`src/rtl/spi_cmd_seq.sv`:
```
// Command sequencer for an SPI driver: queues {tx word, clock count} commands,
// issues them one at a time and holds each received word until it is consumed.
//
// state | meaning
// IDLE  | waiting for a queued command; pops the head and validates its count
// ISSUE | start_cmd held high until the driver reports busy (rdy low)
// XFER  | driver busy; rx_miso captured when rdy returns high
// RESP  | response held until rsp_ready
module spi_cmd_seq #(
  parameter int FIFO_DEPTH = 4,
  parameter int MAX_CLKS   = 32
) (
  input  logic                        clk,
  input  logic                        areset,
  input  logic                        cmd_valid,
  output logic                        cmd_ready,
  input  logic [31:0]                 cmd_tx_data,
  input  logic [31:0]                 cmd_n_clks,
  output logic                        start_cmd,
  input  logic                        spi_drv_rdy,
  output logic [31:0]                 tx_data,
  output logic [31:0]                 n_clks,
  input  logic [31:0]                 rx_miso,
  output logic                        rsp_valid,
  input  logic                        rsp_ready,
  output logic [31:0]                 rsp_data,
  output logic                        err_drop,
  output logic                        busy,
  output logic [$clog2(FIFO_DEPTH):0] fifo_count
);

  localparam int AW = $clog2(FIFO_DEPTH);
  localparam logic [AW:0] FULL = FIFO_DEPTH[AW:0];
  localparam logic [31:0] MAX_N = MAX_CLKS[31:0];

  typedef enum logic [1:0] {IDLE, ISSUE, XFER, RESP} state_t;

  state_t        state;
  logic [63:0]   mem [FIFO_DEPTH];
  logic [AW-1:0] wr_ptr;
  logic [AW-1:0] rd_ptr;
  logic [AW:0]   count;
  logic [31:0]   head_tx;
  logic [31:0]   head_n;
  logic          head_ok;
  logic          push;
  logic          pop;

  assign cmd_ready  = (count != FULL);
  assign push       = cmd_valid && cmd_ready;
  assign pop        = (state == IDLE) && (count != '0);
  assign head_tx    = mem[rd_ptr][63:32];
  assign head_n     = mem[rd_ptr][31:0];
  assign head_ok    = (head_n != 32'd0) && (head_n <= MAX_N);
  assign busy       = (state != IDLE) || (count != '0);
  assign fifo_count = count;

  // Storage needs no reset: an entry is only read after it has been written.
  always_ff @(posedge clk) begin
    if (push) mem[wr_ptr] <= {cmd_tx_data, cmd_n_clks};
  end

  always_ff @(posedge clk or posedge areset) begin
    if (areset) begin
      wr_ptr <= '0;
      rd_ptr <= '0;
      count  <= '0;
    end else begin
      if (push) wr_ptr <= wr_ptr + 1'b1;
      if (pop)  rd_ptr <= rd_ptr + 1'b1;
      case ({push, pop})
        2'b10:   count <= count + 1'b1;
        2'b01:   count <= count - 1'b1;
        default: count <= count;
      endcase
    end
  end

  always_ff @(posedge clk or posedge areset) begin
    if (areset) begin
      state     <= IDLE;
      start_cmd <= 1'b0;
      tx_data   <= '0;
      n_clks    <= '0;
      rsp_valid <= 1'b0;
      rsp_data  <= '0;
      err_drop  <= 1'b0;
    end else begin
      err_drop <= 1'b0;
      case (state)
        IDLE: begin
          if (pop) begin
            if (head_ok) begin
              tx_data   <= head_tx;
              n_clks    <= head_n;
              start_cmd <= 1'b1;
              state     <= ISSUE;
            end else begin
              err_drop <= 1'b1;
            end
          end
        end
        ISSUE: begin
          if (!spi_drv_rdy) begin
            start_cmd <= 1'b0;
            state     <= XFER;
          end
        end
        XFER: begin
          if (spi_drv_rdy) begin
            rsp_data  <= rx_miso;
            rsp_valid <= 1'b1;
            state     <= RESP;
          end
        end
        RESP: begin
          if (rsp_ready) begin
            rsp_valid <= 1'b0;
            state     <= IDLE;
          end
        end
        default: begin
          start_cmd <= 1'b0;
          state     <= IDLE;
        end
      endcase
    end
  end

endmodule

```
`config.mk`:
```
export PLATFORM = sky130hd
export DESIGN_NAME = spi_cmd_seq
export DESIGN_NICKNAME = d
export VERILOG_FILES = /design/src/rtl/spi_cmd_seq.sv
export SDC_FILE = /design/constraint.sdc
export NUM_CORES = 1
export LEC_CHECK = 0
export BUFFER_PORTS_ARGS = -buffer_cell sky130_fd_sc_hd__buf_2
export CAP_MARGIN = 20
export CORE_MARGIN = 2
export CORE_UTILIZATION = 55
export CTS_BUF_LIST = sky130_fd_sc_hd__clkbuf_4 sky130_fd_sc_hd__clkbuf_8 sky130_fd_sc_hd__clkbuf_16
export CTS_CLUSTER_DIAMETER = 50
export CTS_CLUSTER_SIZE = 24
export DETAILED_ROUTE_END_ITERATION = 16
export GPL_TIMING_DRIVEN = 0
export HOLD_SLACK_MARGIN = 0.06
export PLACE_DENSITY_LB_ADDON = 0.25
export SYNTH_ARGS = -nofsm -noshare
export SYNTH_HDL_FRONTEND = slang
export SYNTH_SLANG_ARGS = --single-unit
```
`constraint.sdc`:
```
create_clock -name clk -period 3.95 [get_ports clk]
set_input_delay 0.1975 -clock clk [delete_from_list [all_inputs] [get_ports clk]]
set_output_delay 0.1975 -clock clk [all_outputs]
set_load 0.02 [all_outputs]
```
Yosys cells after proc, flatten, opt, wreduce, memory -nomap -nowiden:

Memory sizes are Yosys's and may differ from the RTL's.
Index checks and enable logic that the tools add are counted.
Widths: inputs -> output; s select.

* $add $sub $neg: 4
* magnitude comparators: 1
* eq/ne operators: 11
* mux-type cells: 19
* reduce and logical (&&, ||, !) cells: 16

Operators with widths (number)
* $le 32x6->1 const B: 1
* $reduce_bool 32->1: 1
* $mux 1: 10
* $mux 2: 5
* $ne 2x2->1 const B: 5
* $pmux 2 s4: 1
* $reduce_bool 2->1: 4
* $eq 2x2->1 const B: 3
* $pmux 3 s2: 1
* $reduce_and 3->1: 2
* $reduce_and 5->1: 1
* $add 2x1->2 const B: 2
* $eq 2x1->1 const B: 2
* $pmux 1 s2: 2
* $reduce_and 4->1: 1
* $add 3x1->3 const B: 1
* $logic_and 1x1->1: 3
* $ne 3x3->1 const B: 1
* $reduce_bool 3->1: 1
* $sub 3x1->3 const B: 1
* $logic_not 2->1: 1
* $reduce_and 2->1: 1
* $logic_or 1x1->1: 1

* bits in registers: 108
* RAM bits: 256
* input port bits: 101
* output and inout bits: 104
* word-level logic and storage cells: 62
* memories: 1

Memory list
* mem: depth 4, bits a word 64, rd ports 1, clocked after memory_dff 0, write ports 1, RTL line 39 `logic [63:0] mem [FIFO_DEPTH];`

Logic depth before layout (Yosys ltp):

Gate-level depths: netlist of run 1.
An unclocked memory read counts as a cell.

* word-level depth: 6
* mapped depth: 10
* mapped depth without buffers: 10

Worst setup path before layout of run 1:

No wires, ideal clock.

* path kind: flip-flop to flip-flop
* start: reg rd_ptr[0]
* end: reg n_clks[4]
* setup time: 125 ps
* arrival time: 2798 ps
* data required time: 3825 ps
* path slack: 1026 ps
* stages on the path, launching flop included: 9
* buffers on the path: 2
* clock period less this slack: 2924 ps
* path through: dfrtp_1 -> buf_6 -> mux4_2 -> or3_1 -> nor3_2 -> xor2_2 -> nor4_4 -> buf_6 -> mux2_4

* cells in the longest elaborated chain, start to end: 4
* elaborated cells between the ends (all ways): 5
* those cells by class: order compare: 1; reduce/logical: 3; memory: 1

Ends and longest elaborated chain
* start: declaration: RTL line 41 `logic [AW-1:0] rd_ptr;`
* start signal: assignment: RTL line 70 `if (pop) rd_ptr <= rd_ptr + 1'b1;`
* $mem_v2 4x64 *
* $le 32x6->1 / $reduce_bool 32->1 (equally long branches): RTL line 54 `assign head_ok = (head_n != 32'd0) && (head_n <= MAX_N);`
* $logic_and 1x1->1: RTL line 54
* $reduce_and 3->1 (no source line)
* end signal: assignment: RTL line 95 `n_clks <= head_n;`
* end: declaration: RTL line 22 `output logic [31:0] n_clks,`

Mark *: on every way between the ends. The rest lies on a longest branch, timed or not.
A chain may end at the register's enable or synchronous reset.

Final worst setup path of run 1:

* start: reg rd_ptr[1]
* end: reg tx_data[1], read port of mem

* cells in the longest elaborated chain, start to end: 4
* elaborated cells between the ends (all ways): 5
* those cells by class: order compare: 1; reduce/logical: 3; memory: 1

Ends and longest elaborated chain
* $mem_v2 4x64 *
* $le 32x6->1 / $reduce_bool 32->1 (equally long branches): RTL line 54
* $logic_and 1x1->1: RTL line 54
* $reduce_and 3->1 (no source line)
* end: declaration: RTL line 21 `output logic [31:0] tx_data,`

Marks and branches as above.

==> key figures, run 1 <==
Routing
  • Top Metal Used: met4
  • Routed wl met3: 1300 um
  • M1 wire length: 10900 um
  • Initial DRC count: 325
  • DR WL/cell: 19.9 um
  • Routed via count: 6932
  • Residual DRC: 0
  • Routed Antenna Nets: 0
  • Vias/cell: 5.28
  • Number of iterations in the first detailed-routing pass: 4
  • Total wire length: 26100 um
  • Metal2 WL: 13300 um

GRT
  • Initial antenna violation count: 0
  • Largest net degree at the start of global routing: 62
  • First-pass GRT wire length: 41300 um
  • GRT Residual Overflow: 0
  • Tot GR Track Use: 20.7%
  • Vias in the first global route: 7498

Die
  • Initial Util: 56.3%
  • Die Span Y: 159 um
  • # rows: 56
  • IO Pins: 205
  • Die width: 159 um
  • CORE AREA: 0.0235 mm2
  • Die area: 0.0253 mm2

Worst setup path
  • WP buf/inv: 3
  • CP top delay family: buffers and inverters
  • Cells along the critical path: buf_4 -> clkbuf_1 -> mux4_1 -> xor2_2 -> nor4_4 -> buf_6 -> mux2_4
  • CP Class: flip-flop to flip-flop
  • Crit path launch type: flip-flop
  • R2r setup slk: 520 ps
  • Crit path capture type: flip-flop
  • Reg-to-reg critical path endpoint: tx_data[1]
  • Worst path max stage delay: 830 ps
  • CP required: 4380 ps
  • Arrival @ worst endpoint: 3860 ps
  • Worst R2R Path Depth: 7
  • Reg-to-reg startpoint: rd_ptr[1]
  • Max FO, Critical Path: 10
  • Slowest cell on crit path: nor4_4

Worst hold path
  • HP Class: input pin to flip-flop
  • Hold path cells: 3
  • Hold Crit Start: cmd_valid
  • Hold Path Sink: wr_ptr[0]

Finish
  • Layout area overhead: 26.8%
  • Layout cells sized above 1: 38.5%
  • Final Instance Count excl. Fillers: 1312
  • # diodes: 0
  • Fin nets: 1082

Clock network
  • CTS buffer count: 28
  • Clock root buffer: clkbuf_16
  • CTS tree: yes
  • Post-CTS setup buffer count: 0
  • Post-CTS Resized: 0
  • CTS Sinks: 364
  • CTS Buffer Depth: 3
  • Clk Latency, worst-skew pair: 560 ps
  • Max H-tree Level: 1
  • Clk slew on worst S/H paths: 70 ps

Power and ir drop
  • Pwr dens: 634 mW/mm2
  • Peak VDD IR: 475 uV
  • Total power: 0.0106 W
  • Pleak: 6.68 nW

STA
  • Achievable frequency: 0.291 GHz
  • WHS: 112 ps
  • RSZ-0062 raised after global routing: no
  • Slew headroom: 37.7%
  • Final setup fails: 0
  • Slew Viols, Final: 0
  • Final Hold Fails: 0
  • Clock Skews: 24.6 ps
  • Fin crit period: 3430 ps
  • Period utilization: 86.9%
  • Worst Max-Slew Pin Slew: 928 ps
  • Sum Neg Setup Slack: 0 ps

Synth
  • Seq cells post-synth: 364
  • Sequential area share after synthesis: 78.5%
  • Post-synthesis instance area: 0.0132 mm2
  • Syn_area_per_cell: 21.0 um2
  • Yosys warning total: 0
  • Top FF cell, synth: edfxtp_1
  • Post-synth EDFFs: 256
  • Synthesized instance count: 631
  • Ys async rst share: 29.7%
  • Post-Syn Nets: 742
  • Synth cell types: 44

Placed design
  • I/O Buffers: 204
  • RD Place Congestion: 0.811
  • Placed Cells incl. Taps: 1159
  • Final HPWL DP: 16400 um

Run status
  • Run status: complete, no violations

Flow run
  • Max_cap viols: 0
==> placed cells by master, fill, tap and decap left out, types with 3 or more instances in the layout <==
| master | Yosys | layout |
|---|---|---|
| ha_1 | 9 | 9 |
| o21ai_0 | 3 | 3 |
| buf_6 | 5 | 5 |
| clkbuf_16 | 0 | 29 |
| nor2_1 | 6 | 6 |
| clkbuf_1 | 9 | 9 |
| nor4_1 | 18 | 18 |
| nor3_1 | 3 | 3 |
| inv_4 | 0 | 5 |
| clkinv_4 | 0 | 3 |
| mux2_2 | 36 | 36 |
| buf_12 | 0 | 4 |
| nand3_1 | 6 | 6 |
| and3_4 | 0 | 4 |
| inv_8 | 0 | 3 |
| nor2b_1 | 27 | 27 |
| or4_1 | 8 | 8 |
| dfrtp_1 | 108 | 108 |
| buf_1 | 4 | 4 |
| inv_6 | 0 | 4 |
| edfxtp_1 | 256 | 256 |
| nand2b_1 | 4 | 4 |
| inv_1 | 11 | 11 |
| mux4_1 | 4 | 4 |
| buf_2 | 0 | 205 |
| dlygate4sd3_1 | 0 | 100 |
| mux4_2 | 34 | 34 |
| nand2_1 | 7 | 7 |
| mux2_4 | 34 | 34 |
| xnor2_1 | 4 | 4 |
==> state kept, by name (all words and copies together), names as in the netlist <==
register    cells
err_drop        1
fifo_count      3
mem           256
n_clks         32
rd_ptr          2
rsp_data       32
rsp_valid       1
start_cmd       1
state           2
tx_data        32
wr_ptr          2
==> worst register-to-register path, cell delays in order, from the launching register on <==
cell and delay [ps]:
dfrtp_1 450, buf_4 220, clkbuf_1 500, mux4_1 470
xor2_2 250, nor4_4 830, buf_6 290, mux2_4 320
==> area by class of cell <==
type                    instances  area, um2
flip-flops and latches        364      10400
fillers                      1440       6760
multi-input cells             237       2720
repair buffers                310       2130
clock buffers                  30        739
well taps                     319        399
clock inverters                22        248
plain buffers                  19        113
inverters                      11       43.8
==> routing by layer <==
layer / vias to the layer above / track usage (%)
met1: 3517 / 27.2
met4: 0 / 5.00
met3: 41 / 3.80
li1: 3164 / -
met5: - / 0
met2: 210 / 36.4
==> report_power, final <==
| part | internal, W | total, W | switching (W) |
|---|---|---|---|
| Sequential | 0.00490 | 0.00515 | 0.000247 |
| Clock | 0.00156 | 0.00297 | 0.00141 |
| Combinational | 0.00109 | 0.00252 | 0.00143 |
| Total | 0.00755 | 0.0106 | 0.00309 |
==> logic make-up (layout without fill, tap and decap cells) <==
logic type / count (synthesis) / count (layout) / synth area share, %
AOI/OAI and AO/OA: 16 / 16 / 0.850
xor gates and xnor gates: 7 / 7 / 0.520
adders and majority gates: 10 / 10 / 1.00
buffers and inverters: 30 / 392 / 1.16
DFF: 364 / 364 / 78.5
muxes: 109 / 109 / 13.6
and+or+nand+nor: 95 / 95 / 4.45
==> worst max path at each step <==
stage | from | cells past startpoint | end
after floorplan | areset | 1 | err_drop
after global placement | areset | 2 | tx_data[14]
after detailed placement | rd_ptr[1] | 7 | tx_data[16]
after CTS | rd_ptr[1] | 7 | tx_data[1]
after global routing | rd_ptr[1] | 7 | n_clks[15]
final | rd_ptr[1] | 7 | tx_data[1]
==> stage by stage <==
stage	setup WS, ps	utilization, %	instance area, um2
after floorplan	907	-	13200
after global placement	-280	62.3	14700
after detailed placement	419	62.8	14800
after CTS	405	71.3	16800
after global routing	290	71.3	16800
final	517	71.3	16800
==> cells in the mapped netlist, types with 2 or more instances <==
master / instances / area share, %
o41ai_1: 2 / 0.13
or4b_2: 2 / 0.15
xnor2_1: 4 / 0.26
mux2_4: 34 / 3.9
or4_1: 8 / 0.45
nor4_1: 18 / 0.85
and2_1: 2 / 0.094
buf_1: 4 / 0.11
xor2_1: 2 / 0.13
nor3_1: 3 / 0.11
mux2_2: 36 / 3.1
nand2b_1: 4 / 0.19
ha_1: 9 / 0.85
o311ai_0: 2 / 0.13
dfrtp_1: 108 / 20
and3_1: 4 / 0.19
nor2b_1: 27 / 1.3
o22ai_1: 2 / 0.094
mux4_2: 34 / 5.8
nand3_1: 6 / 0.23
clkbuf_1: 9 / 0.26
o211ai_1: 2 / 0.11
or3_1: 2 / 0.094
buf_6: 5 / 0.43
edfxtp_1: 256 / 58
inv_1: 11 / 0.31
o21ai_0: 3 / 0.11
nor2_1: 6 / 0.17
a21oi_1: 2 / 0.076
nand2_1: 7 / 0.20
mux4_1: 4 / 0.79
==> timing repair <==
item | CTS | global route
hold buffers | 100 | 0
hold endpoints to repair | 337 | 0
endpoints found under the setup margin | 0 | 0
No activity file was read; power rests on OpenSTA's default activity.
==> run 2, diff against run 1 <==
--- a/config.mk
+++ b/config.mk
@@ -8,7 +8,7 @@
 export BUFFER_PORTS_ARGS = -buffer_cell sky130_fd_sc_hd__buf_2
 export CAP_MARGIN = 20
 export CORE_MARGIN = 2
-export CORE_UTILIZATION = 55
+export CORE_UTILIZATION = 40
 export CTS_BUF_LIST = sky130_fd_sc_hd__clkbuf_4 sky130_fd_sc_hd__clkbuf_8 sky130_fd_sc_hd__clkbuf_16
 export CTS_CLUSTER_DIAMETER = 50
 export CTS_CLUSTER_SIZE = 24
==> constraint.sdc (replaced) <==
create_clock -name clk -period 3.2 [get_ports clk]
set_input_delay 0.16 -clock clk [delete_from_list [all_inputs] [get_ports clk]]
set_output_delay 0.16 -clock clk [all_outputs]
set_load 0.02 [all_outputs]
==> key figures, run 2 (synthesized netlist as in run 1, its figures left out) <==
STA
  • Slew headroom: 39.1% (+1.4 points)
  • RSZ-0062 raised after global routing: no
  • Clock Skews: 25.9 ps (+1.26 ps)
  • WHS: 102 ps (-9.95 ps)
  • Final Hold Fails: 0 (unchanged)
  • Slew Viols, Final: 0 (unchanged)
  • Worst Max-Slew Pin Slew: 913 ps (-14.7 ps)
  • Fin crit period: 3000 ps (-433 ps)
  • Period utilization: 93.8% (+6.9 points)
  • Achievable frequency: 0.333 GHz (+14%)
  • Final setup fails: 0 (unchanged)

Routing
  • Vias/cell: 4.69 (-11%)
  • Metal2 WL: 12300 um (-7.6%)
  • Number of iterations in the first detailed-routing pass: 7 (+3)
  • Total wire length: 25900 um (-0.74%)
  • Initial DRC count: 288 (-11%)
  • Routed via count: 6815 (-1.7%)
  • Residual DRC: 0 (unchanged)
  • Top Metal Used: met5
  • M1 wire length: 11400 um (+4.6%)
  • DR WL/cell: 17.8 um (-10%)
  • Routed Antenna Nets: 0 (unchanged)
  • Routed wl met3: 1770 um (+36%)

Worst setup path
  • CP Class: flip-flop to flip-flop
  • Crit path launch type: flip-flop
  • Reg-to-reg startpoint: rd_ptr[0]
  • CP top delay family: multiplexers
  • CP Depth: 9 (+2)
  • Crit path capture type: flip-flop
  • Slowest cell on crit path: mux4_1
  • CP required: 3590 ps (-790 ps)
  • Worst path max stage delay: 610 ps (-220 ps)
  • Arrival @ worst endpoint: 3390 ps (-470 ps)
  • Worst R2R Path Depth: 9 (+2)
  • Worst Setup SP: rd_ptr[0]
  • Max FO, Critical Path: 19 (+9)
  • WP buf/inv: 3 (unchanged)
  • Cells along the critical path: buf_8 -> mux4_1 -> or3_1 -> nor3_2 -> xor2_2 -> nor4_4 -> buf_4 -> buf_6 -> mux2_4

Finish
  • Fin nets: 1093 (+1.0%)
  • Largest Register: mem
  • Most frequent cells in the layout: edfxtp_1 (256), buf_2 (205), dfrtp_1 (108)
  • Layout area overhead: 30.4%
  • Most common library cell in the layout ignoring fill and taps: edfxtp_1
  • Layout cells sized above 1: 39.6% (+1.1 points)
  • Max FFs per register: 256 (unchanged)
  • # diodes: 0 (unchanged)
  • Post-route core utilization: 53.1% (-18 points)

Power and ir drop
  • Pwr dens: 797 mW/mm2 (+26%)
  • Total power: 0.0138 W (+29%)
  • Peak VDD IR: 538 uV (+13%)
  • Pleak: 6.84 nW (+2.4%)

GRT
  • Largest net degree at the start of global routing: 68 (+9.7%)
  • First-pass GRT wire length: 39700 um (-4.0%)
  • Tot GR Track Use: 15.1% (-5.7 points)
  • GRT Residual Overflow: 0 (unchanged)
  • Vias in the first global route: 7205 (-3.9%)
  • Initial antenna violation count: 1 (+1)

Die
  • # rows: 66 (+18%)
  • CORE AREA: 0.0325 mm2 (+38%)
  • Die width: 186 um (+17%)
  • IO Pins: 205 (unchanged)
  • Die Span Y: 186 um (+17%)
  • Initial Util: 40.7% (-16 points)
  • Die area: 0.0346 mm2 (+36%)

Clock network
  • CTS Buffer Depth: 3 (unchanged)
  • Clk Latency, worst-skew pair: 520 ps (-40 ps)
  • CTS Sinks: 364 (unchanged)
  • Clock root buffer: clkbuf_16
  • Max H-tree Level: 2 (+1)
  • CTS tree: yes
  • CTS buffer count: 37 (+32%)
  • Clk slew on worst S/H paths: 60 ps (about the same)

Worst hold path
  • Hold path cells: 3 (unchanged)
  • Hold Crit Start: cmd_valid
  • HP Class: input pin to flip-flop

Flow run
  • Max_cap viols: 0 (unchanged)

Run status
  • Run status: complete, no violations

Placed design
  • Final HPWL DP: 16400 um (about the same)
  • I/O Buffers: 204 (unchanged)
  • RD Place Congestion: 0.704 (-13%)
[run 2: timing repair]
action | in CTS | in global routing
endpoints found under the hold margin | 331 | 0
setup buffers | 3 | 0
hold buffers | 101 | 0
gates resized for setup | 0 | 2
pin swaps | 1 | 0
endpoints found under the setup margin | 64 | 54
[run 2: worst paths after layout]
kind,to,slack [ps]
max in group asynchronous,fifo_count[0],2270
hold / removal,wr_ptr[0],100
setup / recovery,tx_data[11],200
hold reg to reg,n_clks[30],490
min in group asynchronous,n_clks[17],230
setup reg to reg,tx_data[11],200
[run 2: layout make-up]
class                      instances  area [um2]
fill                            2658       15300
multi-input combinational        237        2730
tap                              442         553
timing repair buffer             314        2180
inverter                          11        46.3
sequential                       364       10400
clock buffer                      44        1040
clock inverter                    23         233
buffer                            17         109
[run 2: through the flow]
stage / setup WS (ps) / setup TNS, ps / std cells / area, um2
finish: 199 / 0 / 1452 / 17300
global route: 3.81 / 0 / 1452 / 17300
CTS: 162 / 0 / 1454 / 17300
detailed placement: -430 / -21340 / 1283 / 15000
global placement: -1490 / -338730 / 1277 / 14800
floorplan: 194 / 0 / 631 / 13200
[run 2: tightest hold or removal path, stage by stage]
cell,delay (ps)
buf_2,120
and2_1,200
xnor2_1,80
[run 2: per-layer routing]
layer	up-vias	global-route usage, %
li1	3186	-
met1	3384	20.0
met2	208	25.0
met3	35	3.72
met4	2	3.72
met5	-	0
[run 2: power breakdown]
part	leakage [nW]	internal [W]	switching [W]
Clock	0.621	0.00249	0.00187
Combinational	2.46	0.00136	0.00173
Sequential	3.76	0.00605	0.000275
